**config.mk**
```make
export PLATFORM = sky130hd
export DESIGN_NAME = mips_multicycle_controller_flat
export DESIGN_NICKNAME = d
export VERILOG_FILES = /design/src/rtl/mips_ctrl_pkg.sv /design/src/rtl/mips_multicycle_controller_if.sv /design/src/rtl/mips_aludec.sv /design/src/rtl/mips_multicycle_controller.sv /design/src/flat_wrapper.sv
export SDC_FILE = /design/constraint.sdc
export NUM_CORES = 1
export LEC_CHECK = 0
export ABC_AREA = 1
export BUFFER_PORTS_ARGS = -buffer_cell sky130_fd_sc_hd__buf_2
export CORE_AREA = 2 2 46 48
export CTS_BUF_LIST = sky130_fd_sc_hd__clkbuf_8 sky130_fd_sc_hd__clkbuf_16
export DETAILED_ROUTE_END_ITERATION = 12
export DIE_AREA = 0 0 48 50
export SKIP_CTS_REPAIR_TIMING = 1
export SYNTH_ARGS = -nofsm -noshare
export SYNTH_HDL_FRONTEND = slang
export SYNTH_SLANG_ARGS = --single-unit
```
**constraint.sdc**
```tcl
create_clock -name clk -period 1.57 [get_ports clk]
set_input_delay 0.2355 -clock clk [delete_from_list [all_inputs] [get_ports clk]]
set_output_delay 0.2355 -clock clk [all_outputs]
set_load 0.02 [all_outputs]
```
**src/rtl/mips_ctrl_pkg.sv**
```systemverilog
// Shared constants for the multicycle MIPS controller: state encodings,
// opcode/funct values, ALU operation classes and ALU control codes.
package mips_ctrl_pkg;

    localparam int OPW = 6;
    localparam int STW = 4;

    localparam logic [STW-1:0] S_FETCH   = 4'd0;
    localparam logic [STW-1:0] S_DECODE  = 4'd1;
    localparam logic [STW-1:0] S_MEMADR  = 4'd2;
    localparam logic [STW-1:0] S_MEMRD   = 4'd3;
    localparam logic [STW-1:0] S_MEMWB   = 4'd4;
    localparam logic [STW-1:0] S_MEMWR   = 4'd5;
    localparam logic [STW-1:0] S_RTYPEEX = 4'd6;
    localparam logic [STW-1:0] S_RTYPEWB = 4'd7;
    localparam logic [STW-1:0] S_BEQEX   = 4'd8;
    localparam logic [STW-1:0] S_ADDIEX  = 4'd9;
    localparam logic [STW-1:0] S_ADDIWB  = 4'd10;
    localparam logic [STW-1:0] S_JEX     = 4'd11;

    localparam logic [OPW-1:0] OP_LW    = 6'b100011;
    localparam logic [OPW-1:0] OP_SW    = 6'b101011;
    localparam logic [OPW-1:0] OP_RTYPE = 6'b000000;
    localparam logic [OPW-1:0] OP_BEQ   = 6'b000100;
    localparam logic [OPW-1:0] OP_ADDI  = 6'b001000;
    localparam logic [OPW-1:0] OP_J     = 6'b000010;

    localparam logic [OPW-1:0] F_ADD = 6'b100000;
    localparam logic [OPW-1:0] F_SUB = 6'b100010;
    localparam logic [OPW-1:0] F_AND = 6'b100100;
    localparam logic [OPW-1:0] F_OR  = 6'b100101;
    localparam logic [OPW-1:0] F_SLT = 6'b101010;

    // ALUOP_NONE is only used by unencoded states so the ALU control reads 000.
    typedef enum logic [1:0] {
        ALUOP_ADD   = 2'b00,
        ALUOP_SUB   = 2'b01,
        ALUOP_FUNCT = 2'b10,
        ALUOP_NONE  = 2'b11
    } aluop_e;

    localparam logic [2:0] ALU_AND = 3'b000;
    localparam logic [2:0] ALU_OR  = 3'b001;
    localparam logic [2:0] ALU_ADD = 3'b010;
    localparam logic [2:0] ALU_SUB = 3'b110;
    localparam logic [2:0] ALU_SLT = 3'b111;

endpackage

```
**src/rtl/mips_multicycle_controller_if.sv**
```systemverilog
// Controller <-> datapath bundle: instruction fields and flag in, enables and
// mux selects out. Level signals only, no handshake; state is a debug tap.
interface mips_multicycle_controller_if;
    import mips_ctrl_pkg::*;

    logic [OPW-1:0] op;
    logic [OPW-1:0] funct;
    logic           zero;
    logic           pcen;
    logic           memwrite;
    logic           irwrite;
    logic           regwrite;
    logic           alusrca;
    logic [1:0]     alusrcb;
    logic           iord;
    logic           memtoreg;
    logic           regdst;
    logic [1:0]     pcsrc;
    logic [2:0]     alucontrol;
    logic           illegal;
    logic [STW-1:0] state;

    modport master (
        input  op, funct, zero,
        output pcen, memwrite, irwrite, regwrite, alusrca, alusrcb, iord,
               memtoreg, regdst, pcsrc, alucontrol, illegal, state
    );

    modport slave (
        output op, funct, zero,
        input  pcen, memwrite, irwrite, regwrite, alusrca, alusrcb, iord,
               memtoreg, regdst, pcsrc, alucontrol, illegal, state
    );

endinterface

```
**src/rtl/mips_aludec.sv**
```systemverilog
// Combinational ALU decoder: maps the controller's ALU operation class and the
// R-type funct field to the 3-bit ALU control code.
module mips_aludec
    import mips_ctrl_pkg::*;
(
    input  aluop_e         aluop_i,
    input  logic [OPW-1:0] funct_i,
    output logic [2:0]     alucontrol_o
);

    always_comb begin
        alucontrol_o = ALU_ADD;
        case (aluop_i)
            ALUOP_ADD:  alucontrol_o = ALU_ADD;
            ALUOP_SUB:  alucontrol_o = ALU_SUB;
            ALUOP_NONE: alucontrol_o = ALU_AND;
            ALUOP_FUNCT: begin
                case (funct_i)
                    F_ADD:   alucontrol_o = ALU_ADD;
                    F_SUB:   alucontrol_o = ALU_SUB;
                    F_AND:   alucontrol_o = ALU_AND;
                    F_OR:    alucontrol_o = ALU_OR;
                    F_SLT:   alucontrol_o = ALU_SLT;
                    default: alucontrol_o = ALU_ADD;
                endcase
            end
            default:    alucontrol_o = ALU_AND;
        endcase
    end

endmodule

```
**src/rtl/mips_multicycle_controller.sv**
```systemverilog
// Moore main-decoder FSM for the multicycle MIPS datapath; one state per clock,
// outputs depend only on state (plus op in DECODE for the illegal pulse).
module mips_multicycle_controller
    import mips_ctrl_pkg::*;
(
    input  logic clk,
    input  logic reset,
    mips_multicycle_controller_if.master ctrl
);

    logic [STW-1:0] state_q, state_d;
    logic           pcwrite, branch;
    aluop_e         aluop;
    logic           memwrite, irwrite, regwrite, alusrca, iord;
    logic           memtoreg, regdst, illegal;
    logic [1:0]     alusrcb, pcsrc;
    logic [2:0]     alucontrol;

    always_ff @(posedge clk or posedge reset) begin
        if (reset) state_q <= S_FETCH;
        else       state_q <= state_d;
    end

    always_comb begin
        state_d  = S_FETCH;
        pcwrite  = 1'b0;
        branch   = 1'b0;
        aluop    = ALUOP_ADD;
        memwrite = 1'b0;
        irwrite  = 1'b0;
        regwrite = 1'b0;
        alusrca  = 1'b0;
        alusrcb  = 2'b00;
        iord     = 1'b0;
        memtoreg = 1'b0;
        regdst   = 1'b0;
        pcsrc    = 2'b00;
        illegal  = 1'b0;
        case (state_q)
            S_FETCH: begin
                irwrite = 1'b1;
                alusrcb = 2'b01;
                pcwrite = 1'b1;
                state_d = S_DECODE;
            end
            S_DECODE: begin
                // Branch target is computed here so BEQEX can use ALUOut.
                alusrcb = 2'b11;
                case (ctrl.op)
                    OP_LW, OP_SW: state_d = S_MEMADR;
                    OP_RTYPE:     state_d = S_RTYPEEX;
                    OP_BEQ:       state_d = S_BEQEX;
                    OP_ADDI:      state_d = S_ADDIEX;
                    OP_J:         state_d = S_JEX;
                    default:      illegal = 1'b1;
                endcase
            end
            S_MEMADR: begin
                alusrca = 1'b1;
                alusrcb = 2'b10;
                state_d = (ctrl.op == OP_SW) ? S_MEMWR : S_MEMRD;
            end
            S_MEMRD: begin
                iord    = 1'b1;
                state_d = S_MEMWB;
            end
            S_MEMWB: begin
                memtoreg = 1'b1;
                regwrite = 1'b1;
            end
            S_MEMWR: begin
                iord     = 1'b1;
                memwrite = 1'b1;
            end
            S_RTYPEEX: begin
                alusrca = 1'b1;
                aluop   = ALUOP_FUNCT;
                state_d = S_RTYPEWB;
            end
            S_RTYPEWB: begin
                regdst   = 1'b1;
                regwrite = 1'b1;
            end
            S_BEQEX: begin
                alusrca = 1'b1;
                aluop   = ALUOP_SUB;
                branch  = 1'b1;
                pcsrc   = 2'b01;
            end
            S_ADDIEX: begin
                alusrca = 1'b1;
                alusrcb = 2'b10;
                state_d = S_ADDIWB;
            end
            S_ADDIWB: regwrite = 1'b1;
            S_JEX: begin
                pcsrc   = 2'b10;
                pcwrite = 1'b1;
            end
            default: aluop = ALUOP_NONE;
        endcase
    end

    mips_aludec u_aludec (
        .aluop_i      (aluop),
        .funct_i      (ctrl.funct),
        .alucontrol_o (alucontrol)
    );

    assign ctrl.pcen       = pcwrite | (branch & ctrl.zero);
    assign ctrl.memwrite   = memwrite;
    assign ctrl.irwrite    = irwrite;
    assign ctrl.regwrite   = regwrite;
    assign ctrl.alusrca    = alusrca;
    assign ctrl.alusrcb    = alusrcb;
    assign ctrl.iord       = iord;
    assign ctrl.memtoreg   = memtoreg;
    assign ctrl.regdst     = regdst;
    assign ctrl.pcsrc      = pcsrc;
    assign ctrl.alucontrol = alucontrol;
    assign ctrl.illegal    = illegal;
    assign ctrl.state      = state_q;

endmodule

```
**src/flat_wrapper.sv**
```systemverilog
// flat-port wrapper written by rule: the top's interface ports become plain ports
module mips_multicycle_controller_flat import mips_ctrl_pkg::*;
  (clk, reset, ctrl_op, ctrl_funct, ctrl_zero, ctrl_pcen, ctrl_memwrite, ctrl_irwrite, ctrl_regwrite, ctrl_alusrca, ctrl_alusrcb, ctrl_iord, ctrl_memtoreg, ctrl_regdst, ctrl_pcsrc, ctrl_alucontrol, ctrl_illegal, ctrl_state);
  mips_multicycle_controller_if ctrl_i ();
  input  logic clk;
  input  logic reset;
  input wire logic [$bits(ctrl_i.op)-1:0] ctrl_op;
  input wire logic [$bits(ctrl_i.funct)-1:0] ctrl_funct;
  input wire logic [$bits(ctrl_i.zero)-1:0] ctrl_zero;
  output wire logic [$bits(ctrl_i.pcen)-1:0] ctrl_pcen;
  output wire logic [$bits(ctrl_i.memwrite)-1:0] ctrl_memwrite;
  output wire logic [$bits(ctrl_i.irwrite)-1:0] ctrl_irwrite;
  output wire logic [$bits(ctrl_i.regwrite)-1:0] ctrl_regwrite;
  output wire logic [$bits(ctrl_i.alusrca)-1:0] ctrl_alusrca;
  output wire logic [$bits(ctrl_i.alusrcb)-1:0] ctrl_alusrcb;
  output wire logic [$bits(ctrl_i.iord)-1:0] ctrl_iord;
  output wire logic [$bits(ctrl_i.memtoreg)-1:0] ctrl_memtoreg;
  output wire logic [$bits(ctrl_i.regdst)-1:0] ctrl_regdst;
  output wire logic [$bits(ctrl_i.pcsrc)-1:0] ctrl_pcsrc;
  output wire logic [$bits(ctrl_i.alucontrol)-1:0] ctrl_alucontrol;
  output wire logic [$bits(ctrl_i.illegal)-1:0] ctrl_illegal;
  output wire logic [$bits(ctrl_i.state)-1:0] ctrl_state;
  assign ctrl_i.op = ctrl_op;
  assign ctrl_i.funct = ctrl_funct;
  assign ctrl_i.zero = ctrl_zero;
  assign ctrl_pcen = ctrl_i.pcen;
  assign ctrl_memwrite = ctrl_i.memwrite;
  assign ctrl_irwrite = ctrl_i.irwrite;
  assign ctrl_regwrite = ctrl_i.regwrite;
  assign ctrl_alusrca = ctrl_i.alusrca;
  assign ctrl_alusrcb = ctrl_i.alusrcb;
  assign ctrl_iord = ctrl_i.iord;
  assign ctrl_memtoreg = ctrl_i.memtoreg;
  assign ctrl_regdst = ctrl_i.regdst;
  assign ctrl_pcsrc = ctrl_i.pcsrc;
  assign ctrl_alucontrol = ctrl_i.alucontrol;
  assign ctrl_illegal = ctrl_i.illegal;
  assign ctrl_state = ctrl_i.state;
  mips_multicycle_controller u_core (.clk(clk), .reset(reset), .ctrl(ctrl_i));
endmodule
```
==> metrics <==
Core Rows=16; final hold violations=0; synth unique cells=14; critical path class=flip-flop to primary output; Final Power=about 1400 uW; Yosys top cell area share=19.2%; min-delay src=ctrl_op[2]; switching share of power=between 50% and 60%; MaxCap Viol Count=0; area leader, netlist=nor2_1; largest net degree at the start of global routing=8; DRC=0; CP Cell Sequence=inv_1, nand2_2, nor2_4, nand3_2, nor2_1, buf_4; Critical Path End Type=primary output; vias in the first global route=roughly 670; post-synthesis sequential area ratio=18.3%; first-pass GRT wire length=roughly 2500 um; initial core utilization=approximately 29%; die height=50 um; WL/cell=9.11 um; fill cell count=214; Setup crit start kind=flip-flop; Max IR drop VDD=763 uV; commonest non-fill, non-tap cells in the layout=28 x buf_2, 23 x nor2_1, 19 x nand2_1; Sequential cell area=105 um2; final wirelength=1580 um; Post-Syn Instances=about 110; nets=163; initial DRC count=8; root buf cell=clkbuf_8; Reg power frac=14.9%; GP Congestion=0.818; ant diodes=0; PD cells=1570 nW/um2; synthesized cell area=around 550 um2; cell-internal power=~700 uW; multi-input logic area=between 400 and 500 um2; number of clock sinks=4; max reg flops=4; proportion of layout cells with a drive suffix above 1=approximately 45%; Worst Hold Class=primary input to flip-flop; Synthesized Nets=~120; crit share post-route=98.1%; antenna violations before repair=0; share of total power in combinational logic=a little over two thirds; overall die width=approximately 48 um; clk slew on worst S/H paths=0.03 ns; CTS tree=built; Pleak=between 0.0005 and 0.0006 uW; Avg Cell Area, Syn=5.17 um2; pre-CTS setup slack=0.148 ns; Ys Warns=0; hpwl dp=1320 um; Layout Utilization=47.9%; Num CTS Buffers=3; GRT overflow=0; drt pass-1 iters=4; clock power share=14.7%; total number of vias=760; largest stage delay on the critical path=about 0.46 ns; FF+latch count, synth=4; Crit Reg-Reg Startpoint=u_core.ctrl.state[1]; worst clock skew=0.000106 ns; core area=1900 um2; slowest library cell on the worst path=dfrtp_2; CP required=1.33 ns; worst-path fanout max=7; Critical Path AT=~1.3 ns; die area=between 2000 and 2500 um2; Least-Margin Pin Slew=approximately 0.29 ns; I/O pin count=35; Worst-Skew Late Latency=0.21 ns; final setup fails=0; Clock Tree Buf Depth=2; Critical Path Source=u_core.ctrl.state[1]; slew margin rel.=80.4%; Max Fclk=649 MHz; Area Overhead vs Synth=66.2%; min Tclk post-route=1.54 ns; Detail Route Antenna Nets=0; unrepaired setup endpoints after global routing=true; Total GRT Usage=14.2%; commonest non-fill, non-tap cell in the layout=buf_2; P_sw=730 uW; IO buf count=34; Max Transition Viols Final=0; vias per cell=between 4 and 5; H-tree Lvls=1; outcome=finished clean; synth top area cells=nor2_1 19%, dfrtp_1 18%, nand2_1 14%; fin worst setup slack=roughly 0.03 ns
final cells by class:
type / instances / area share, %
clock buffers: 3 / 4.53
inverters: 23 / 9.75
multi-input cells: 79 / 46.2
repair buffers: 37 / 24.3
well taps: 27 / 3.71
flip-flops and latches: 4 / 11.5
worst max-delay path: cells and delay by family, from the launching register on:
kind          cells  cell delay, ns
buf+inv           2            0.24
flops             1            0.46
simple gates      4            0.39
synth_stat cells (all sizes together):
cell type and number:
a21oi 3, dfrtp 4, inv 23, nand2 23, nand3 14, nand4 4, nor2 31, o21ai 3
o22ai 1
kinds of logic after synthesis:
family | after synthesis | share of synthesized area, %
AND/OR/NAND/NOR | 72 | 59.4
flip-flops | 4 | 18.3
AO/OA/AOI/OAI | 7 | 6.62
buffers and inverters | 23 | 15.8
through the flow:
step,area [um2],hold slack (ns),TNS [ns],cells
6_report,911,0.371,0,173
5_1_grt,911,0.407,-0.142,173
4_1_cts,796,-0.101,-0.231,170
3_5_place_dp,754,0.122,0,167
3_3_place_gp,754,0.116,0,167
2_1_floorplan,551,0.00158,0,106
path summary, 6_finish.rpt:
check	end	cells after the start	slack, ns
worst max register to register	u_core.ctrl.state[0]	6	0.46
worst min register to register	u_core.ctrl.state[0]	3	0.71
min in group asynchronous	u_core.ctrl.state[1]	3	0.46
worst max-delay path	ctrl_illegal	6	0.03
max in group asynchronous	u_core.ctrl.state[3]	3	0.95
worst min-delay path	u_core.ctrl.state[2]	4	0.37
metal layers:
metal / GRT usage (%) / routed length, um
met4: 6.76 / 0
met2: 23.8 / 835
met3: 3.30 / 62
met5: 0 / 0
met1: 15.9 / 678
power groups by stage:
stage	combinational [uW]	sequential (uW)	clock, uW
5_1_grt	1080	224	225
3_5_place_dp	817	179	0
3_3_place_gp	817	177	0
6_report	1000	212	210
4_1_cts	819	178	213
2_1_floorplan	528	216	0
Note: power is estimated with default switching activity, not from simulation.
